--- src/rtl/axi4lite_initiator.sv ---
// AXI4-Lite initiator: turns a simple core request/response port into
// single-outstanding AXI4-Lite write (AW+W+B) and read (AR+R) transactions.
// Ports:
//   aclk, aresetn                       clock, async active-low reset
//   req_valid/ready/write/addr/wdata/wstrb   core request channel
//   resp_valid/ready/rdata/err               core response channel
//   aw*/w*/b*/ar*/r*                         AXI4-Lite initiator channels
module axi4lite_initiator #(
    parameter logic [2:0] PROT  = 3'b000,
    parameter logic [3:0] CACHE = 4'b0000
) (
    input  logic        aclk,
    input  logic        aresetn,
    input  logic        req_valid,
    output logic        req_ready,
    input  logic        req_write,
    input  logic [31:0] req_addr,
    input  logic [31:0] req_wdata,
    input  logic [3:0]  req_wstrb,
    output logic        resp_valid,
    input  logic        resp_ready,
    output logic [31:0] resp_rdata,
    output logic        resp_err,
    output logic        awvalid,
    output logic [31:0] awaddr,
    output logic [2:0]  awprot,
    output logic [3:0]  awcache,
    input  logic        awready,
    output logic        wvalid,
    output logic [31:0] wdata,
    output logic [3:0]  wstrb,
    input  logic        wready,
    input  logic        bvalid,
    input  logic [1:0]  bresp,
    output logic        bready,
    output logic        arvalid,
    output logic [31:0] araddr,
    output logic [2:0]  arprot,
    output logic [3:0]  arcache,
    input  logic        arready,
    input  logic        rvalid,
    input  logic [31:0] rdata,
    input  logic [1:0]  rresp,
    output logic        rready
);

    typedef enum logic [2:0] {
        IDLE,
        WRITE,
        WRESP,
        READ,
        RRESP,
        RESP
    } state_t;

    state_t      state_q, state_d;
    logic        init_q;
    logic [31:0] addr_q, addr_d;
    logic [31:0] wdata_q, wdata_d;
    logic [3:0]  wstrb_q, wstrb_d;
    logic [31:0] rdata_q, rdata_d;
    logic        err_q, err_d;
    logic        awvalid_q, awvalid_d;
    logic        wvalid_q, wvalid_d;
    logic        arvalid_q, arvalid_d;
    logic        aw_done, w_done;

    // init_q holds req_ready low until the first edge after reset release
    assign req_ready  = init_q && (state_q == IDLE);
    assign resp_valid = (state_q == RESP);
    assign resp_rdata = rdata_q;
    assign resp_err   = err_q;

    assign awvalid = awvalid_q;
    assign awaddr  = addr_q;
    assign wvalid  = wvalid_q;
    assign wdata   = wdata_q;
    assign wstrb   = wstrb_q;
    assign bready  = (state_q == WRESP);
    assign arvalid = arvalid_q;
    assign araddr  = addr_q;
    assign rready  = (state_q == RRESP);

    // Attribute constants are forced low while reset is asserted
    assign awprot  = aresetn ? PROT  : 3'b000;
    assign arprot  = aresetn ? PROT  : 3'b000;
    assign awcache = aresetn ? CACHE : 4'b0000;
    assign arcache = aresetn ? CACHE : 4'b0000;

    // A channel is finished once its valid is gone or is being accepted now
    assign aw_done = !awvalid_q || awready;
    assign w_done  = !wvalid_q || wready;

    always_comb begin
        state_d   = state_q;
        addr_d    = addr_q;
        wdata_d   = wdata_q;
        wstrb_d   = wstrb_q;
        rdata_d   = rdata_q;
        err_d     = err_q;
        awvalid_d = awvalid_q;
        wvalid_d  = wvalid_q;
        arvalid_d = arvalid_q;
        unique case (state_q)
            IDLE: begin
                if (req_valid && req_ready) begin
                    addr_d  = req_addr;
                    wdata_d = req_wdata;
                    wstrb_d = req_wstrb;
                    if (req_write) begin
                        state_d   = WRITE;
                        awvalid_d = 1'b1;
                        wvalid_d  = 1'b1;
                    end else begin
                        state_d   = READ;
                        arvalid_d = 1'b1;
                    end
                end
            end
            WRITE: begin
                if (awvalid_q && awready) awvalid_d = 1'b0;
                if (wvalid_q && wready)   wvalid_d  = 1'b0;
                if (aw_done && w_done)    state_d   = WRESP;
            end
            WRESP: begin
                if (bvalid) begin
                    rdata_d = 32'h0;
                    err_d   = (bresp != 2'b00);
                    state_d = RESP;
                end
            end
            READ: begin
                if (arready) begin
                    arvalid_d = 1'b0;
                    state_d   = RRESP;
                end
            end
            RRESP: begin
                if (rvalid) begin
                    rdata_d = rdata;
                    err_d   = (rresp != 2'b00);
                    state_d = RESP;
                end
            end
            RESP: begin
                if (resp_ready) state_d = IDLE;
            end
            default: state_d = IDLE;
        endcase
    end

    always_ff @(posedge aclk or negedge aresetn) begin
        if (!aresetn) begin
            state_q   <= IDLE;
            init_q    <= 1'b0;
            addr_q    <= 32'h0;
            wdata_q   <= 32'h0;
            wstrb_q   <= 4'h0;
            rdata_q   <= 32'h0;
            err_q     <= 1'b0;
            awvalid_q <= 1'b0;
            wvalid_q  <= 1'b0;
            arvalid_q <= 1'b0;
        end else begin
            state_q   <= state_d;
            init_q    <= 1'b1;
            addr_q    <= addr_d;
            wdata_q   <= wdata_d;
            wstrb_q   <= wstrb_d;
            rdata_q   <= rdata_d;
            err_q     <= err_d;
            awvalid_q <= awvalid_d;
            wvalid_q  <= wvalid_d;
            arvalid_q <= arvalid_d;
        end
    end

endmodule
--- config.mk ---
export PLATFORM = sky130hd
export DESIGN_NAME = axi4lite_initiator
export DESIGN_NICKNAME = d
export VERILOG_FILES = /design/src/rtl/axi4lite_initiator.sv
export SDC_FILE = /design/constraint.sdc
export NUM_CORES = 1
export LEC_CHECK = 0
export CAP_MARGIN = 10
export CORE_MARGIN = 2
export CORE_UTILIZATION = 41
export CTS_CLUSTER_DIAMETER = 120
export DETAILED_ROUTE_END_ITERATION = 10
export PLACE_DENSITY = 0.86
export SKIP_LAST_GASP = 1
export SYNTH_ARGS = -nofsm -noshare
export SYNTH_HDL_FRONTEND = slang
export SYNTH_SLANG_ARGS = --single-unit
--- constraint.sdc ---
create_clock -name aclk -period 2.9 [get_ports aclk]
set_input_delay 0.58 -clock aclk [delete_from_list [all_inputs] [get_ports aclk]]
set_output_delay 0.58 -clock aclk [all_outputs]
set_load 0.02 [all_outputs]
# [Word level (Yosys, flattened, before mapping)]
# Index checks and enable logic that the tools add are counted.
[classes] eq_ne=15 muxes=24 n_reduce_logical=21
[op_table] op="two-way mux 32 bit" count=2
[op_table] op="case mux 32 bit (2 select lines)" count=1
[op_table] op="two-way mux 3 bit" count=6
[op_table] op="case mux 3 bit (6 select lines)" count=1
[op_table] op="inequality test 2 bit, second input constant" count=8
[op_table] op="AND reduction 4 bit" count=3
[op_table] op="nonzero test 2 bit" count=5
[op_table] op="two-way mux 1 bit" count=9
[op_table] op="case mux 1 bit (2 select lines)" count=4
[op_table] op="== test 3 x 2 -> 1 bit, second input constant" count=2
[op_table] op="== test 3 bit, second input constant" count=2
[op_table] op="AND reduction 6 bit" count=1
[op_table] op="logical AND 1 bit" count=5
[op_table] op="inequality test 2 x 1 -> 1 bit, second input constant" count=2
[op_table] op="== test 3 x 1 -> 1 bit, second input constant" count=1
[op_table] op="logical NOT 3 bit" count=1
[op_table] op="AND reduction 3 bit" count=1
[op_table] op="logical NOT 1 bit" count=2
[op_table] op="logical OR 1 bit" count=2
[op_table] op="two-way mux 2 bit" count=1
[op_table] op="AND reduction 2 bit" count=1
[totals] output_inout_bits=154 reg_bits=108 elab_cells=70 inputBits=114

# [Logic depth before layout (Yosys ltp)]
# Gate-level depths: netlist of run 1.
[logic_depth] depth_word=5 ltp_mapped=6 mapped_depth_nobuf=3

# [Worst setup path before layout of run 1]
# No wires, ideal clock.
[synth_timing] path_type="register to output" from="reg state_q[0]" to="out req_ready" required_time_ns=2.320 path_stages_with_launch=3 arrival_ns=1.357 setup_slack_ns=0.963 path_buffers=1 cell_sequence="dfrtp_1 > clkbuf_1 > nor4b_1"
[synth_via] elab_chain_len=2
[synth_rtl] element="from (decl)" line_no="56" rtl="state_t state_q, state_d;"
[synth_rtl] element="from (signal assigned)" line_no="165" rtl="state_q <= state_d;"
[synth_rtl] element="logical NOT 3 bit" line_no="69" rtl="assign req_ready = init_q && (state_q == IDLE);"
[synth_rtl] element="logical AND 1 bit" line_no="69"
[synth_rtl] element="to (decl)" line_no="15" rtl="output logic req_ready,"
# No other way between the ends.

# [Worst setup path after layout of run 1]
[layout_timing] from="reg state_q[0]" to="out rready"
[layout_via] elab_chain_len=1
[layout_rtl] element="== test 3 bit" line_no="82" rtl="assign rready = (state_q == RRESP);"
[layout_rtl] element="to (decl)" line_no="44" rtl="output logic rready"
# No other way between the ends.

==> results of run 1 <==
flip-flops by register name, summed over array words and instances, names as in the netlist:
register    flops
araddr         32
resp_err        1
init_q          1
awvalid         1
wdata          32
resp_rdata     32
state_q         3
arvalid         1
wvalid          1
wstrb           4
synth_stat cells (all sizes together) (2+ instances only):
| library cell | number |
|---|---|
| buf | 56 |
| mux2 | 70 |
| o21ai | 3 |
| nand2 | 5 |
| nand2b | 3 |
| a22o | 32 |
| and2 | 4 |
| inv | 4 |
| nor2b | 3 |
| dfrtp | 108 |
| a31oi | 4 |
| nor2 | 3 |
| a311oi | 3 |
| nand3b | 3 |
| conb | 2 |
| clkbuf | 8 |
critical path: stages (launching register included):
cell,delay [ps]
sky130_fd_sc_hd__dfrtp_1,550
sky130_fd_sc_hd__nor3b_1,260
sky130_fd_sc_hd__buf_4,160
sky130_fd_sc_hd__clkdlybuf4s50_1,610
per-stage QoR:
| stage | cells | utilization [%] |
|---|---|---|
| floorplan | 334 | - |
| global placement | 671 | 64.1 |
| detailed placement | 671 | 64.1 |
| CTS | 687 | 65.9 |
| global route | 687 | 65.9 |
| finish | 687 | 65.9 |
kinds of logic after synthesis:
logic type,share of synthesized area (%)
compound gates,8.31
buf+inv,10.1
simple gates,3.31
other cells,0.164
flops,59.1
mux,19.1
metal layers:
layer | vias to the layer above | part of all wire (%) | GRT usage, %
met2 | 171 | 51 | 33.6
li1 | 1505 | - | -
met1 | 1644 | 38 | 21.7
met5 | - | 0 | 0
met4 | 0 | 2.0 | 6.87
met3 | 17 | 8.4 | 5.16
final cells by class:
type	count	area (sq um)
fillers	812	3720
flip-flops and latches	108	2700
repair buffers	261	2630
multi-input cells	158	1460
well taps	140	175
clock buffers	11	141
clock inverters	5	45.0
inverters	4	15.0
cell usage in the layout, fill, tap and decap left out, types with 2 or more instances in the layout:
| cell | n |
|---|---|
| sky130_fd_sc_hd__a22o_1 | 32 |
| sky130_fd_sc_hd__a311oi_1 | 3 |
| sky130_fd_sc_hd__a31oi_1 | 4 |
| sky130_fd_sc_hd__and2_1 | 3 |
| sky130_fd_sc_hd__buf_12 | 3 |
| sky130_fd_sc_hd__buf_4 | 6 |
| sky130_fd_sc_hd__clkbuf_8 | 10 |
| sky130_fd_sc_hd__clkdlybuf4s50_1 | 252 |
| sky130_fd_sc_hd__clkinv_4 | 2 |
| sky130_fd_sc_hd__conb_1 | 15 |
| sky130_fd_sc_hd__dfrtp_1 | 108 |
| sky130_fd_sc_hd__inv_1 | 4 |
| sky130_fd_sc_hd__mux2_2 | 50 |
| sky130_fd_sc_hd__mux2_4 | 20 |
| sky130_fd_sc_hd__nand2_1 | 5 |
| sky130_fd_sc_hd__nand2b_1 | 3 |
| sky130_fd_sc_hd__nand3b_1 | 3 |
| sky130_fd_sc_hd__nor2_1 | 3 |
| sky130_fd_sc_hd__nor2b_1 | 3 |
| sky130_fd_sc_hd__o21ai_0 | 3 |
report_power, final:
group	leakage (nW)	switching, mW	internal [mW]
Clock	0.0920	0.527	0.350
Combinational	1.62	1.96	2.33
Sequential	1.33	0.497	2.16
Total	3.04	2.99	4.84
path summary, 6_finish.rpt:
| kind | from | end | slack [ps] | cells after the start |
|---|---|---|---|---|
| max | state_q[0]$_DFFE_PN0P_ | rready | 390 | 3 |
| min | aresetn | wvalid$_DFFE_PN0P_ | 200 | 1 |
| max reg2reg | state_q[0]$_DFFE_PN0P_ | wdata[1]$_DFFE_PN0P_ | 900 | 4 |
| min reg2reg | wdata[18]$_DFFE_PN0P_ | wdata[18]$_DFFE_PN0P_ | 510 | 1 |
| max in group asynchronous | aresetn | araddr[29]$_DFFE_PN0P_ | 2060 | 2 |
| min in group aclk | wdata[18]$_DFFE_PN0P_ | wdata[18]$_DFFE_PN0P_ | 510 | 1 |
==> metrics.txt, run 1 <==
run status finished clean; library cell occupying the most area in the post-synthesis netlist sky130_fd_sc_hd__dfrtp_1; sort of element at the end of the critical path output port; H-tree depth 3; die area 12000 sq um; critical path type flop to output port; Die Y 110 um; cell types occupying the most area after synthesis sky130_fd_sc_hd__dfrtp_1, sky130_fd_sc_hd__mux2_2, sky130_fd_sc_hd__buf_4; hold buffer count at cts 0; total power draw 7.83 mW; Root Buffer sky130_fd_sc_hd__clkbuf_8; post-synthesis cell area 4580 sq um; placement-stage worst setup slack 503 ps; count of inserted antenna diode cells 0; Finished Cell Area 7170 sq um; leakage dissipation 3.04 nW; aggregate global-route resource usage 18.9%; Yosys warning count 0; maximum ir drop on the vdd rail 0.669 mV; quantity of I/O buffers inserted on ports 253; 1st-iter DRT viols 124; critical path arrival 1930 ps; vias after detailed routing 3337; Placeable Area 10900 sq um; sort of element at the start of the critical path flop; number of DRC violations after detailed routing 0; highest net fanout along the worst path 16; Post-DRT Antenna Nets 0; unique cell type count in the Yosys netlist 30; maximum root-to-sink buffer count 2; Worst Setup Slack, final 388 ps; cell area reported after detailed placement 6980 sq um; final net count 656; vias in the first global route 3480; final total negative setup slack 0 ps; share of flip-flops with an asynchronous set or reset 100%; Post-Syn Instances 321; clock tree skew after final layout 14.0 ps; Yosys reg bits 108; routed wire length 11.6 mm; setup fix buffers added after clock tree synthesis 0; top cell type's share of synthesized area 59.1%; worst hold slack across all endpoints 200 ps; Power Dens Cells 1090 nW/um^2; first-pass GRT wire length 17.4 mm; number of hold-slack violations in the final timing report 0; highest attainable clock frequency 398 MHz; GRT overflow 0; worst-case headroom to the max-slew limit 61.9%; Final Wtd Congestion 0.744; prevailing post-synth register cell sky130_fd_sc_hd__dfrtp_1; setup repair after global routing missed its margin false; drt pass-1 iters 4; ports placed on the boundary 268; clock sink total 108; number of standard-cell rows in the floorplan 38; critical path data required time 2320 ps; worst-skew pair later-pin latency 360 ps; clock slew seen by the registers of the worst setup and hold paths 100 ps; average routed wire per standard cell 16.9 um; layout cell share with drive strength beyond 1 17.4%; transition time at the pin with the least slew margin 571 ps; crit share post-route 86.6%; Detail Placement HPWL 9.00 mm; class of the most critical hold timing path input port to asynchronous set/reset pin; number of buffers inserted during clock tree synthesis 9; number of violations of the max-capacitance limit 0; number of gates resized after CTS 0; Setup violations, final 0; vias per inst 4.86; minimum clock period 2510 ps; Starting Density 42.0%; Die Wd 110 um; layout-stage area growth over the synthesis result 56.7%; share of synthesized area occupied by flip-flops and latches 59.1%; max-slew violation total from the final report 0; count of flip-flops with a built-in enable after synthesis 0; Avg Cell Area, Syn 14.3 sq um; clock tree from TritonCTS yes; number of antenna violations at the first check in global routing 0; largest net degree at the start of global routing 46
Power figures use the tool's default switching activity.
==> run 2: changes to the inputs <==
--- a/config.mk
+++ b/config.mk
@@ -8,9 +8,9 @@
 export CAP_MARGIN = 10
 export CORE_MARGIN = 2
 export CORE_UTILIZATION = 41
-export CTS_CLUSTER_DIAMETER = 120
+export CTS_CLUSTER_DIAMETER = 60
 export DETAILED_ROUTE_END_ITERATION = 10
-export PLACE_DENSITY = 0.86
+export PLACE_DENSITY = 0.87
 export SKIP_LAST_GASP = 1
 export SYNTH_ARGS = -nofsm -noshare
 export SYNTH_HDL_FRONTEND = slang
==> metrics.txt, run 2 (synthesis results as in run 1) <==
transition time at the pin with the least slew margin 984 ps (+413 ps); critical path data required time 2320 ps (about the same); leading cell type in the layout, fill and taps excluded sky130_fd_sc_hd__clkdlybuf4s50_1; first-pass GRT wire length 17.4 mm (+0.48%); Placeable Area 10900 sq um (unchanged); count of inserted antenna diode cells 0 (unchanged); crit share post-route 92.1% (+5.4 points); number of standard-cell rows in the floorplan 38 (unchanged); Finished Cell Area 7160 sq um (-0.10%); number of hold-slack violations in the final timing report 0 (unchanged); vias per inst 4.88 (+0.38%); drt pass-1 iters 6 (+2); number of DRC violations after detailed routing 0 (unchanged); minimum clock period 2670 ps (+158 ps); die area 12000 sq um (unchanged); clock tree skew after final layout 8.07 ps (-5.93 ps); max-slew violation total from the final report 0 (unchanged); number of violations of the max-capacitance limit 0 (unchanged); H-tree depth 3 (unchanged); final net count 653 (-0.46%); critical path arrival 2090 ps (+160 ps); Detail Placement HPWL 8.96 mm (-0.47%); commonest cells after routing, fill and taps aside sky130_fd_sc_hd__clkdlybuf4s50_1, sky130_fd_sc_hd__dfrtp_1, sky130_fd_sc_hd__mux2_2, sky130_fd_sc_hd__a22o_1, sky130_fd_sc_hd__mux2_4; total power draw 7.85 mW (+0.24%); clock slew seen by the registers of the worst setup and hold paths 90 ps (about the same); number of antenna violations at the first check in global routing 0 (unchanged); worst-case headroom to the max-slew limit 34.4% (-28 points); cell-internal power 4.90 mW (+1.3%); vias after detailed routing 3335 (-0.060%); Post-DRT Antenna Nets 0 (unchanged); highest attainable clock frequency 374 MHz (-5.9%); GRT overflow 0 (unchanged); run status finished clean; Final Wtd Congestion 0.766 (+3.0%); vias in the first global route 3363 (-3.4%); sort of element at the start of the critical path flop; setup fix buffers added after clock tree synthesis 0 (unchanged); Starting Density 42.0% (unchanged); ports placed on the boundary 268 (unchanged); share of total power consumed by net switching 37.5% (-0.63 points); Root Buffer sky130_fd_sc_hd__clkbuf_8; largest net degree at the start of global routing 56 (+22%); final total negative setup slack 0 ps (unchanged); routed wire length 11.6 mm (+0.15%); leakage dissipation 3.03 nW (-0.27%); r2r worst-path depth 3 (-1); aggregate global-route resource usage 19.2% (+0.31 points); worst-skew pair later-pin latency 360 ps (about the same); quantity of I/O buffers inserted on ports 253 (unchanged); final core occ 65.8% (-0.069 points); combinational fraction of design power 54.7% (about the same); hold buffer count at cts 0 (unchanged); clock tree from TritonCTS yes; 1st-iter DRT viols 98 (-21%); sort of element at the end of the critical path output port; critical path type flop to output port; Die Wd 110 um (unchanged); maximum root-to-sink buffer count 2 (unchanged); sequential fraction of design power 33.7% (-0.3 points); Die Y 110 um (unchanged); Power Dens Cells 1100 nW/um^2 (+0.35%); total area of multi-input combinational cells 1460 sq um (unchanged); highest net fanout along the worst path 16 (unchanged); maximum ir drop on the vdd rail 0.651 mV (-2.7%); portion of total power attributed to the clock network 11.6% (+0.4 points); number of gates resized after CTS 0 (unchanged); number of buffers inserted during clock tree synthesis 9 (unchanged); class of the most critical hold timing path input port to asynchronous set/reset pin; Setup violations, final 0 (unchanged); cell area reported after detailed placement 6960 sq um (-0.32%); layout-stage area growth over the synthesis result 56.5%; sequential standard cell area 2700 sq um (unchanged); layout cell share with drive strength beyond 1 17.1% (-0.27 points); Layout fillers 837 (+3.1%); clock sink total 108 (unchanged); average routed wire per standard cell 17.0 um (+0.59%); setup repair after global routing missed its margin false; power dissipated by switching net loads 2.95 mW (-1.4%)
==> run 2: metal layers <==
metal	global-route usage, %	wire length, um	up-vias
li1	-	-	1504
met1	22.3	4450	1645
met2	33.8	5990	171
met3	4.92	949	15
met4	7.59	245	0
met5	0	0	-
==> run 2: final timing paths <==
check                                               start                        end  slack (ps)
worst max-delay path               state_q[0]$_DFFE_PN0P_                     rready         230
min in group aclk               resp_rdata[5]$_DFFE_PN0P_  resp_rdata[5]$_DFFE_PN0P_         510
worst min register to register  resp_rdata[5]$_DFFE_PN0P_  resp_rdata[5]$_DFFE_PN0P_         510
worst min-delay path                              aresetn      wdata[11]$_DFFE_PN0P_          50
worst max register to register     state_q[1]$_DFFE_PN0P_       resp_err$_DFFE_PN0P_         840
max in group asynchronous                         aresetn       wdata[1]$_DFFE_PN0P_        2070
==> run 2: through the flow <==
stage	hold slack (ps)	setup slack, ps	std cells
4_1_cts	30.5	187	684
2_1_floorplan	284	963	334
3_3_place_gp	428	508	668
6_report	49.9	230	684
5_1_grt	29.9	73.2	684
3_5_place_dp	431	450	668
==> run 2: worst max-delay path, cell delays in order (launching register included) <==
cell                              delay (ps)
sky130_fd_sc_hd__dfrtp_1                 560
sky130_fd_sc_hd__nor3b_1                 480
sky130_fd_sc_hd__clkdlybuf4s50_1         700
==> run 2: final cells by class <==
cell class	count	share of cell area, %
sequential	108	37.7
timing repair buffer	258	36.4
multi-input combinational	158	20.4
tap	140	2.45
clock buffer	10	1.92
clock inverter	6	0.891
inverter	4	0.210
==> run 2: power groups by stage <==
| stage | sequential [mW] | combinational [mW] | clock (mW) |
|---|---|---|---|
| finish | 2.64 | 4.30 | 0.911 |
| floorplan | 3.36 | 1.73 | 0 |
| CTS | 2.65 | 4.34 | 0.951 |
| detailed placement | 2.67 | 4.34 | 0 |
| global placement | 2.63 | 4.25 | 0 |
| global route | 2.73 | 4.53 | 1.01 |
==> run 3: changes to the inputs <==
--- a/config.mk
+++ b/config.mk
@@ -9,9 +9,11 @@
 export CORE_MARGIN = 2
 export CORE_UTILIZATION = 41
 export CTS_CLUSTER_DIAMETER = 60
+export CTS_CLUSTER_SIZE = 8
 export DETAILED_ROUTE_END_ITERATION = 10
 export PLACE_DENSITY = 0.87
 export SKIP_LAST_GASP = 1
 export SYNTH_ARGS = -nofsm -noshare
 export SYNTH_HDL_FRONTEND = slang
 export SYNTH_SLANG_ARGS = --single-unit
+export TNS_END_PERCENT = 50
==> results of run 3 <==
Same layout as run 2: the final DEF is identical, and so are final timing and power.
